$ cat src/rtl/tcm_rom_arb_if.sv
// Bus bundle between the two ROM requesters, the shared ROM read port and
// the tcm_rom_arb arbiter. The arbiter takes the slave side.
interface tcm_rom_arb_if #(
  parameter int ADDR_W = 14,
  parameter int DATA_W = 64
);
  // Port 0: instruction fetch path
  logic              req0_rd_i;
  logic [ADDR_W-1:0] req0_addr_i;
  logic [1:0]        req0_len_i;
  logic              req0_accept_o;
  logic              req0_valid_o;
  logic              req0_last_o;
  logic [DATA_W-1:0] req0_data_o;

  // Port 1: data / debug read path
  logic              req1_rd_i;
  logic [ADDR_W-1:0] req1_addr_i;
  logic [1:0]        req1_len_i;
  logic              req1_accept_o;
  logic              req1_valid_o;
  logic              req1_last_o;
  logic [DATA_W-1:0] req1_data_o;

  // ROM read port; the ROM registers the address internally
  logic [ADDR_W-1:0] rom_addr_o;
  logic [DATA_W-1:0] rom_data_i;

  modport slave (
    input  req0_rd_i, req0_addr_i, req0_len_i,
    output req0_accept_o, req0_valid_o, req0_last_o, req0_data_o,
    input  req1_rd_i, req1_addr_i, req1_len_i,
    output req1_accept_o, req1_valid_o, req1_last_o, req1_data_o,
    output rom_addr_o,
    input  rom_data_i
  );

  modport master (
    output req0_rd_i, req0_addr_i, req0_len_i,
    input  req0_accept_o, req0_valid_o, req0_last_o, req0_data_o,
    output req1_rd_i, req1_addr_i, req1_len_i,
    input  req1_accept_o, req1_valid_o, req1_last_o, req1_data_o,
    input  rom_addr_o,
    output rom_data_i
  );
endinterface

$ cat src/rtl/tcm_rom_arb.sv
// Round-robin arbiter and burst sequencer sharing one single-cycle-latency
// ROM read port between two requesters; responses return one cycle later.
module tcm_rom_arb #(
  parameter int ADDR_W = 14,
  parameter int DATA_W = 64
) (
  input  logic         clk_i,
  input  logic         rst_i,
  tcm_rom_arb_if.slave bus
);

  typedef enum logic {
    S_IDLE  = 1'b0,
    S_BURST = 1'b1
  } state_t;

  state_t            state_q, state_d;
  logic              last_q, last_d;       // port granted most recently
  logic              owner_q, owner_d;     // owner of the running burst
  logic [1:0]        rem_q, rem_d;         // beats still to issue after this one
  logic [ADDR_W-1:0] baddr_q, baddr_d;

  logic              rvalid_q, rowner_q, rlast_q;

  logic              grant0, grant1;
  logic              issue, beat_owner, beat_last;
  logic              accept0, accept1;
  logic [ADDR_W-1:0] rom_addr;

  // NOTE: every signal written here gets a default first, so no path through
  // the case statement can leave one unassigned and infer a latch.
  always_comb begin
    state_d    = state_q;
    last_d     = last_q;
    owner_d    = owner_q;
    rem_d      = rem_q;
    baddr_d    = baddr_q;
    accept0    = 1'b0;
    accept1    = 1'b0;
    rom_addr   = bus.req0_addr_i;
    issue      = 1'b0;
    beat_owner = 1'b0;
    beat_last  = 1'b0;
    grant0     = 1'b0;
    grant1     = 1'b0;

    unique case (state_q)
      S_IDLE: begin
        // On a tie, the port that lost the previous arbitration wins.
        grant0 = bus.req0_rd_i & (~bus.req1_rd_i | last_q);
        grant1 = bus.req1_rd_i & (~bus.req0_rd_i | ~last_q);

        if (grant0) begin
          accept0    = 1'b1;
          rom_addr   = bus.req0_addr_i;
          issue      = 1'b1;
          beat_owner = 1'b0;
          beat_last  = (bus.req0_len_i == 2'd0);
          last_d     = 1'b0;
          if (bus.req0_len_i != 2'd0) begin
            owner_d = 1'b0;
            baddr_d = bus.req0_addr_i + 1'b1;
            rem_d   = bus.req0_len_i;
            state_d = S_BURST;
          end
        end else if (grant1) begin
          accept1    = 1'b1;
          rom_addr   = bus.req1_addr_i;
          issue      = 1'b1;
          beat_owner = 1'b1;
          beat_last  = (bus.req1_len_i == 2'd0);
          last_d     = 1'b1;
          if (bus.req1_len_i != 2'd0) begin
            owner_d = 1'b1;
            baddr_d = bus.req1_addr_i + 1'b1;
            rem_d   = bus.req1_len_i;
            state_d = S_BURST;
          end
        end
      end

      S_BURST: begin
        // Address wraps modulo 2^ADDR_W through natural overflow.
        rom_addr   = baddr_q;
        issue      = 1'b1;
        beat_owner = owner_q;
        beat_last  = (rem_q == 2'd1);
        baddr_d    = baddr_q + 1'b1;
        rem_d      = rem_q - 2'd1;
        if (rem_q == 2'd1) begin
          state_d = S_IDLE;
        end
      end

      default: begin
        state_d = S_IDLE;
      end
    endcase
  end

  // NOTE: state registers use non-blocking assignments so every flop samples
  // the pre-edge values, independent of statement order.
  always_ff @(posedge clk_i or posedge rst_i) begin
    if (rst_i) begin
      state_q  <= S_IDLE;
      last_q   <= 1'b1;
      owner_q  <= 1'b0;
      rem_q    <= 2'd0;
      baddr_q  <= '0;
      rvalid_q <= 1'b0;
      rowner_q <= 1'b0;
      rlast_q  <= 1'b0;
    end else begin
      state_q  <= state_d;
      last_q   <= last_d;
      owner_q  <= owner_d;
      rem_q    <= rem_d;
      baddr_q  <= baddr_d;
      rvalid_q <= issue;
      rowner_q <= beat_owner;
      rlast_q  <= beat_last;
    end
  end

  assign bus.rom_addr_o    = rom_addr;
  assign bus.req0_accept_o = accept0;
  assign bus.req1_accept_o = accept1;

  // The ROM data bus is shared; each port qualifies it with its own valid.
  assign bus.req0_valid_o  = rvalid_q & ~rowner_q;
  assign bus.req1_valid_o  = rvalid_q & rowner_q;
  assign bus.req0_last_o   = bus.req0_valid_o & rlast_q;
  assign bus.req1_last_o   = bus.req1_valid_o & rlast_q;
  assign bus.req0_data_o   = bus.rom_data_i;
  assign bus.req1_data_o   = bus.rom_data_i;

endmodule

$ cat src/flat_wrapper.sv
// flat-port wrapper written by rule: the top's interface ports become plain ports
module tcm_rom_arb_flat 
#(
  parameter int ADDR_W = 14,
  parameter int DATA_W = 64
)
  (clk_i, rst_i, bus_req0_rd_i, bus_req0_addr_i, bus_req0_len_i, bus_req0_accept_o, bus_req0_valid_o, bus_req0_last_o, bus_req0_data_o, bus_req1_rd_i, bus_req1_addr_i, bus_req1_len_i, bus_req1_accept_o, bus_req1_valid_o, bus_req1_last_o, bus_req1_data_o, bus_rom_addr_o, bus_rom_data_i);
  tcm_rom_arb_if #(.ADDR_W(ADDR_W), .DATA_W(DATA_W)) bus_i ();
  input  logic clk_i;
  input  logic rst_i;
  input wire logic [$bits(bus_i.req0_rd_i)-1:0] bus_req0_rd_i;
  input wire logic [$bits(bus_i.req0_addr_i)-1:0] bus_req0_addr_i;
  input wire logic [$bits(bus_i.req0_len_i)-1:0] bus_req0_len_i;
  output wire logic [$bits(bus_i.req0_accept_o)-1:0] bus_req0_accept_o;
  output wire logic [$bits(bus_i.req0_valid_o)-1:0] bus_req0_valid_o;
  output wire logic [$bits(bus_i.req0_last_o)-1:0] bus_req0_last_o;
  output wire logic [$bits(bus_i.req0_data_o)-1:0] bus_req0_data_o;
  input wire logic [$bits(bus_i.req1_rd_i)-1:0] bus_req1_rd_i;
  input wire logic [$bits(bus_i.req1_addr_i)-1:0] bus_req1_addr_i;
  input wire logic [$bits(bus_i.req1_len_i)-1:0] bus_req1_len_i;
  output wire logic [$bits(bus_i.req1_accept_o)-1:0] bus_req1_accept_o;
  output wire logic [$bits(bus_i.req1_valid_o)-1:0] bus_req1_valid_o;
  output wire logic [$bits(bus_i.req1_last_o)-1:0] bus_req1_last_o;
  output wire logic [$bits(bus_i.req1_data_o)-1:0] bus_req1_data_o;
  output wire logic [$bits(bus_i.rom_addr_o)-1:0] bus_rom_addr_o;
  input wire logic [$bits(bus_i.rom_data_i)-1:0] bus_rom_data_i;
  assign bus_i.req0_rd_i = bus_req0_rd_i;
  assign bus_i.req0_addr_i = bus_req0_addr_i;
  assign bus_i.req0_len_i = bus_req0_len_i;
  assign bus_req0_accept_o = bus_i.req0_accept_o;
  assign bus_req0_valid_o = bus_i.req0_valid_o;
  assign bus_req0_last_o = bus_i.req0_last_o;
  assign bus_req0_data_o = bus_i.req0_data_o;
  assign bus_i.req1_rd_i = bus_req1_rd_i;
  assign bus_i.req1_addr_i = bus_req1_addr_i;
  assign bus_i.req1_len_i = bus_req1_len_i;
  assign bus_req1_accept_o = bus_i.req1_accept_o;
  assign bus_req1_valid_o = bus_i.req1_valid_o;
  assign bus_req1_last_o = bus_i.req1_last_o;
  assign bus_req1_data_o = bus_i.req1_data_o;
  assign bus_rom_addr_o = bus_i.rom_addr_o;
  assign bus_i.rom_data_i = bus_rom_data_i;
  tcm_rom_arb #(.ADDR_W(ADDR_W), .DATA_W(DATA_W)) u_core (.clk_i(clk_i), .rst_i(rst_i), .bus(bus_i));
endmodule
$ cat config.mk
export PLATFORM = sky130hd
export DESIGN_NAME = tcm_rom_arb_flat
export DESIGN_NICKNAME = d
export VERILOG_FILES = /design/src/rtl/tcm_rom_arb_if.sv /design/src/rtl/tcm_rom_arb.sv /design/src/flat_wrapper.sv
export SDC_FILE = /design/constraint.sdc
export NUM_CORES = 1
export LEC_CHECK = 0
export ABC_AREA = 0
export BUFFER_PORTS_ARGS = -buffer_cell sky130_fd_sc_hd__buf_4
export CAP_MARGIN = 25
export CELL_PAD_IN_SITES_DETAIL_PLACEMENT = 0
export CELL_PAD_IN_SITES_GLOBAL_PLACEMENT = 1
export CORE_MARGIN = 8
export CORE_UTILIZATION = 23
export CTS_CLUSTER_DIAMETER = 150
export DETAILED_ROUTE_END_ITERATION = 10
export GPL_TIMING_DRIVEN = 0
export PLACE_DENSITY = 0.75
export SETUP_SLACK_MARGIN = 0.4
export SYNTH_ARGS = -nofsm -noshare
export SYNTH_HDL_FRONTEND = slang
export SYNTH_SLANG_ARGS = --single-unit
export TNS_END_PERCENT = 10
$ cat constraint.sdc
create_clock -name clk_i -period 2.6 [get_ports clk_i]
set_input_delay 0.26 -clock clk_i [delete_from_list [all_inputs] [get_ports clk_i]]
set_output_delay 0.26 -clock clk_i [all_outputs]
set_load 0.05 [all_outputs]
**Yosys cells after proc, flatten, opt, wreduce, memory -nomap -nowiden**

Cells that the tools add are included.

- Flip-flop bits (word level): 22
- Input port bits: 100
- Output and inout bits: 148
- Logic and storage cells: 75

- Add/sub/neg operators: 4
- Eq/ne operators: 5
- Mux-type cells: 36
- Bitwise operators: 13
- Reductions and logical operators: 9

Operator list:

| operator | number |
|---|---|
| 14-bit 2-to-1 mux | 6 |
| 14-bit one-hot mux with 2 select lines | 2 |
| 14-bit by 1-bit adder with 14-bit output (second input constant) | 3 |
| 1-bit 2-to-1 mux | 19 |
| 2-bit 2-to-1 mux | 4 |
| 1-bit one-hot mux with 2 select lines | 4 |
| 2-bit nonzero test | 4 |
| 1-bit AND | 6 |
| 3-bit by 1-bit inequality test with 1-bit output (second input constant) | 2 |
| 1-bit NOT | 5 |
| 2-bit logical NOT | 2 |
| 2-bit one-hot mux with 2 select lines | 1 |
| 4-bit AND reduction | 1 |
| 3-bit inequality test (second input constant) | 1 |
| 3-bit AND reduction | 1 |
| 2-bit by 1-bit equality test with 1-bit output (second input constant) | 1 |
| 2-bit inequality test (second input constant) | 1 |
| 1-bit OR | 2 |
| 2-bit AND reduction | 1 |
| 2-bit by 1-bit subtractor with 2-bit output (second input constant) | 1 |

**Depth between registers and ports, before layout**

- Word-level depth: 6
- Mapped depth: 10
- Mapped depth without buffers: 9

**Worst setup path before layout**

No wires, ideal clock.

- Path kind: reg-to-reg
- Start: register u_core.last_q
- End: register u_core.baddr_q[10]
- Setup time: 0.142 ns
- Data arrival time: 2.499 ns
- Data required time: 2.458 ns
- Setup slack: -0.041 ns
- Stages on the path, launching flop included: 10
- Path buffers: 0
- Clock period less this slack: 2.641 ns
- Cell sequence: dfstp_2 > nand2b_1 > a31oi_1 > a21oi_1 > ha_1 > a21bo_2 > nor4b_4 > nor4b_4 > a2bb2oi_1 > o221ai_1

- Longest elaborated chain between the ends: 5
- Elaborated cells on any way between the ends: 11
- Those cells by class: eq/ne (3); mux (2); bitwise (5); reduce/logical (1)

Ends and longest elaborated chain:

| what | RTL line | source |
|---|---|---|
| start: declaration | tcm_rom_arb.sv:18 | `logic last_q, last_d;` |
| start signal: assignment | tcm_rom_arb.sv:115 | `last_q <= last_d;` |
| 1-bit NOT | tcm_rom_arb.sv:51 | `grant1 = bus.req1_rd_i & (~bus.req0_rd_i \| ~last_q);` |
| 1-bit OR | tcm_rom_arb.sv:51 |  |
| 1-bit AND | tcm_rom_arb.sv:51 |  |
| 3-bit by 1-bit inequality test with 1-bit output (no line) | - |  |
| 3-bit AND reduction (no line) | - |  |
| end signal: assignment | tcm_rom_arb.sv:118 | `baddr_q <= baddr_d;` |
| end: declaration | tcm_rom_arb.sv:21 | `logic [ADDR_W-1:0] baddr_q, baddr_d;` |

Parallel ways exist; a longest one is shown, timed or not.
A chain may end at the register's enable or synchronous reset.

**Final worst setup path**

- Start: register u_core.last_q
- End: register u_core.baddr_q[9]

Same word-level chain as after synthesis.

==> impl_metrics.py <==
metrics = {
    "run_status": {
        "outcome": "finished clean",
    },
    "sta": {
        "relSlewSlack": 0.365,
        "timing.fmax_mhz": 389,
        "post-route-period-util": 0.989,
        "skew_ps": 3.58,
        "final_hold_viol_count": 0,
        "post-route-min-period_ps": 2570,
        "rsz0062_at_grt": "true",
        "final-setup-viol-count": 0,
        "tightest_slew_ps": 951,
        "setup_tns_ps": 0,
        "drv_slew": 0,
    },
    "final_layout": {
        "final_common_cell": "buf_4",
        "area_delta_synth_final_pct": 70.1,
        "final_layout_size_suffix_gt1_frac": 0.639,
        "layoutNonFillerInstCount": 762,
        "fin_util": 0.400,
        "multi_input_area_sq_mm": 0.00157,
        "finalNetCount": 693,
        "layout_common_cells": "buf_4 (323), nand2_1 (41), a21oi_1 (26)",
        "n_fill_cell": 1276,
        "n_antenna_cell": 0,
        "register_area_sq_um": 552,
    },
    "place": {
        "place_congestion": 0.849,
        "place.port_buffers": 183,
        "dp_hpwl_um": 9570,
        "dp_cells": 745,
    },
    "floorplanning": {
        "dieArea_sq_mm": 0.0168,
        "die_y_um": 129,
        "boundaryPins": 248,
        "start_util": 0.235,
        "placementRows": 41,
        "core_sq_mm": 0.0126,
        "die-width_um": 129,
    },
    "synthesis": {
        "syn_nets": 492,
        "yosysWarningCount": 0,
        "synth-seq-cells": 22,
        "syn_inst": 390,
        "syn_area_sq_mm": 0.00296,
        "ys_seq_area_frac": 0.186,
        "synthFlopType": "dfrtp_1",
        "avgSynthCellArea_sq_um": 7.59,
        "synth-edff-count": 0,
        "yosys.cell_types.count": 54,
        "synthArstFlopShare": 1.00,
    },
    "routing": {
        "drtIter0Drc": 123,
        "wl_um": 11800,
        "viasPerCell": 4.38,
        "antenna_left": 0,
        "vias": 3340,
        "drc_errors": 0,
        "wire_per_inst_um": 15.5,
        "drtPass1Iterations": 4,
    },
    "cts": {
        "h-tree-depth": 1,
        "cts-root-buf": "clkbuf_16",
        "clockBufferDepth": 2,
        "insertion_delay_ps": 260,
        "cts_buffers": 3,
        "clkTransAtPathRegs_ps": 70,
        "cts_tree": "done",
        "cts_sinks": 22,
    },
    "pwr": {
        "power_density_mw_per_mm2": 952,
        "ir_drop_v": 0.000436,
        "leakagePower_uw": 0.00252,
    },
    "grt": {
        "first_global_vias": 3387,
        "grt_usage": 0.127,
        "grt-ovfl-total": 0,
        "antenna_found_initial": 0,
        "grt_max_degree": 23,
        "grt_pass1_wl_um": 17300,
    },
    "setup_path": {
        "path_max_fanout": 6,
        "path_class": "reg -> reg",
        "critPathCaptureType": "flop",
        "cp.required_ps": 2740,
        "start_kind": "flop",
        "worstPathArrival_ps": 2710,
    },
    "min_path": {
        "hp-class": "in -> async",
    },
    "flow_run": {
        "cap_violations": 0,
    },
}
==> cells by family after synthesis <==
kind of cell               after synthesis  share of synthesized area
xor gates and xnor gates                 9                     0.0266
DFF                                     22                      0.186
muxes                                   20                     0.0681
AOI/OAI and AO/OA                       86                      0.179
buffers and inverters                  150                      0.355
adders and majority gates                2                    0.00846
and+or+nand+nor                        101                      0.176
==> cells in the mapped netlist, types with 4 or more instances <==
library cell  number  area share
buf_4            128        0.32
nand2_1           41       0.052
a21oi_1           30       0.051
nor2_1            24       0.030
dfrtp_1           21        0.18
mux2i_1           19       0.064
o21ai_0           17       0.029
clkbuf_1          10       0.013
a31oi_1            7       0.015
nand3_1            7       0.012
inv_1              6      0.0076
xor2_1             5       0.015
buf_1              4      0.0051
nand4_1            4      0.0085
nor2b_1            4      0.0085
o21ai_1            4      0.0068
xnor2_1            4       0.012
==> power by group <==
group	switching (uW)	internal [uW]
logic	2300	1380
registers	154	517
clock network	143	307
==> worst paths after layout <==
kind | startpoint | end | slack, ps | cells past startpoint
min in group clk_i | bus_req1_rd_i | u_core.rvalid_q | 250 | 2
max reg2reg | u_core.last_q | u_core.baddr_q[9] | 30 | 8
max | u_core.last_q | u_core.baddr_q[9] | 30 | 8
max in group asynchronous | rst_i | u_core.baddr_q[11] | 1800 | 2
min | rst_i | u_core.baddr_q[4] | 210 | 2
min reg2reg | u_core.rem_q[0] | u_core.rem_q[0] | 500 | 1
==> metrics by stage <==
step | area [sq um] | hold slack (ps) | total power [uW] | setup slack, ps
after floorplan | 2990 | 248 | 3000 | 133
after global placement | 4580 | 454 | 3840 | -327
after detailed placement | 4580 | 458 | 3890 | -395
after CTS | 4870 | 234 | 4570 | -4.93
after global routing | 5030 | 254 | 5080 | -56.3
final | 5030 | 214 | 4790 | 28.1
==> worst max-delay path, cell delays in order (launching register included) <==
cell and delay [ps]:
dfstp_2 550, nor2b_1 50, buf_6 130, or4_4 480
o311a_4 160, or2_4 280, nor4_4 360, mux2i_1 140
a211o_1 310
==> routing by layer <==
layer  GRT usage  wire (um)  up-vias
li1            -          -     1611
met1       0.138       4310     1560
met2       0.239       6160      162
met3      0.0399       1280        7
met4      0.0178         87        0
met5           0          0        -
==> state kept, by name, indices dropped and copies added, names as in the netlist <==
register,cells
u_core.baddr_q,14
u_core.rem_q,2
u_core.last_q,1
u_core.rowner_q,1
u_core.owner_q,1
u_core.rlast_q,1
u_core.rvalid_q,1
u_core.state_q,1
==> what timing repair did <==
action                     4_1_cts  5_1_grt
setup endpoints to repair       36       28
cloned                           0        0
pin swaps                       16       16
hold buffers                     0        0
gates resized for setup         41       23
setup buffers                    5        8
==> cell type report <==
type | count | area share
clock buffers | 3 | 0.0149
repair buffers | 196 | 0.294
inverters | 7 | 0.00522
well taps | 172 | 0.0428
clock inverters | 1 | 0.00597
plain buffers | 143 | 0.217
multi-input cells | 218 | 0.311
flip-flops and latches | 22 | 0.110
Power figures use the tool's default switching activity.
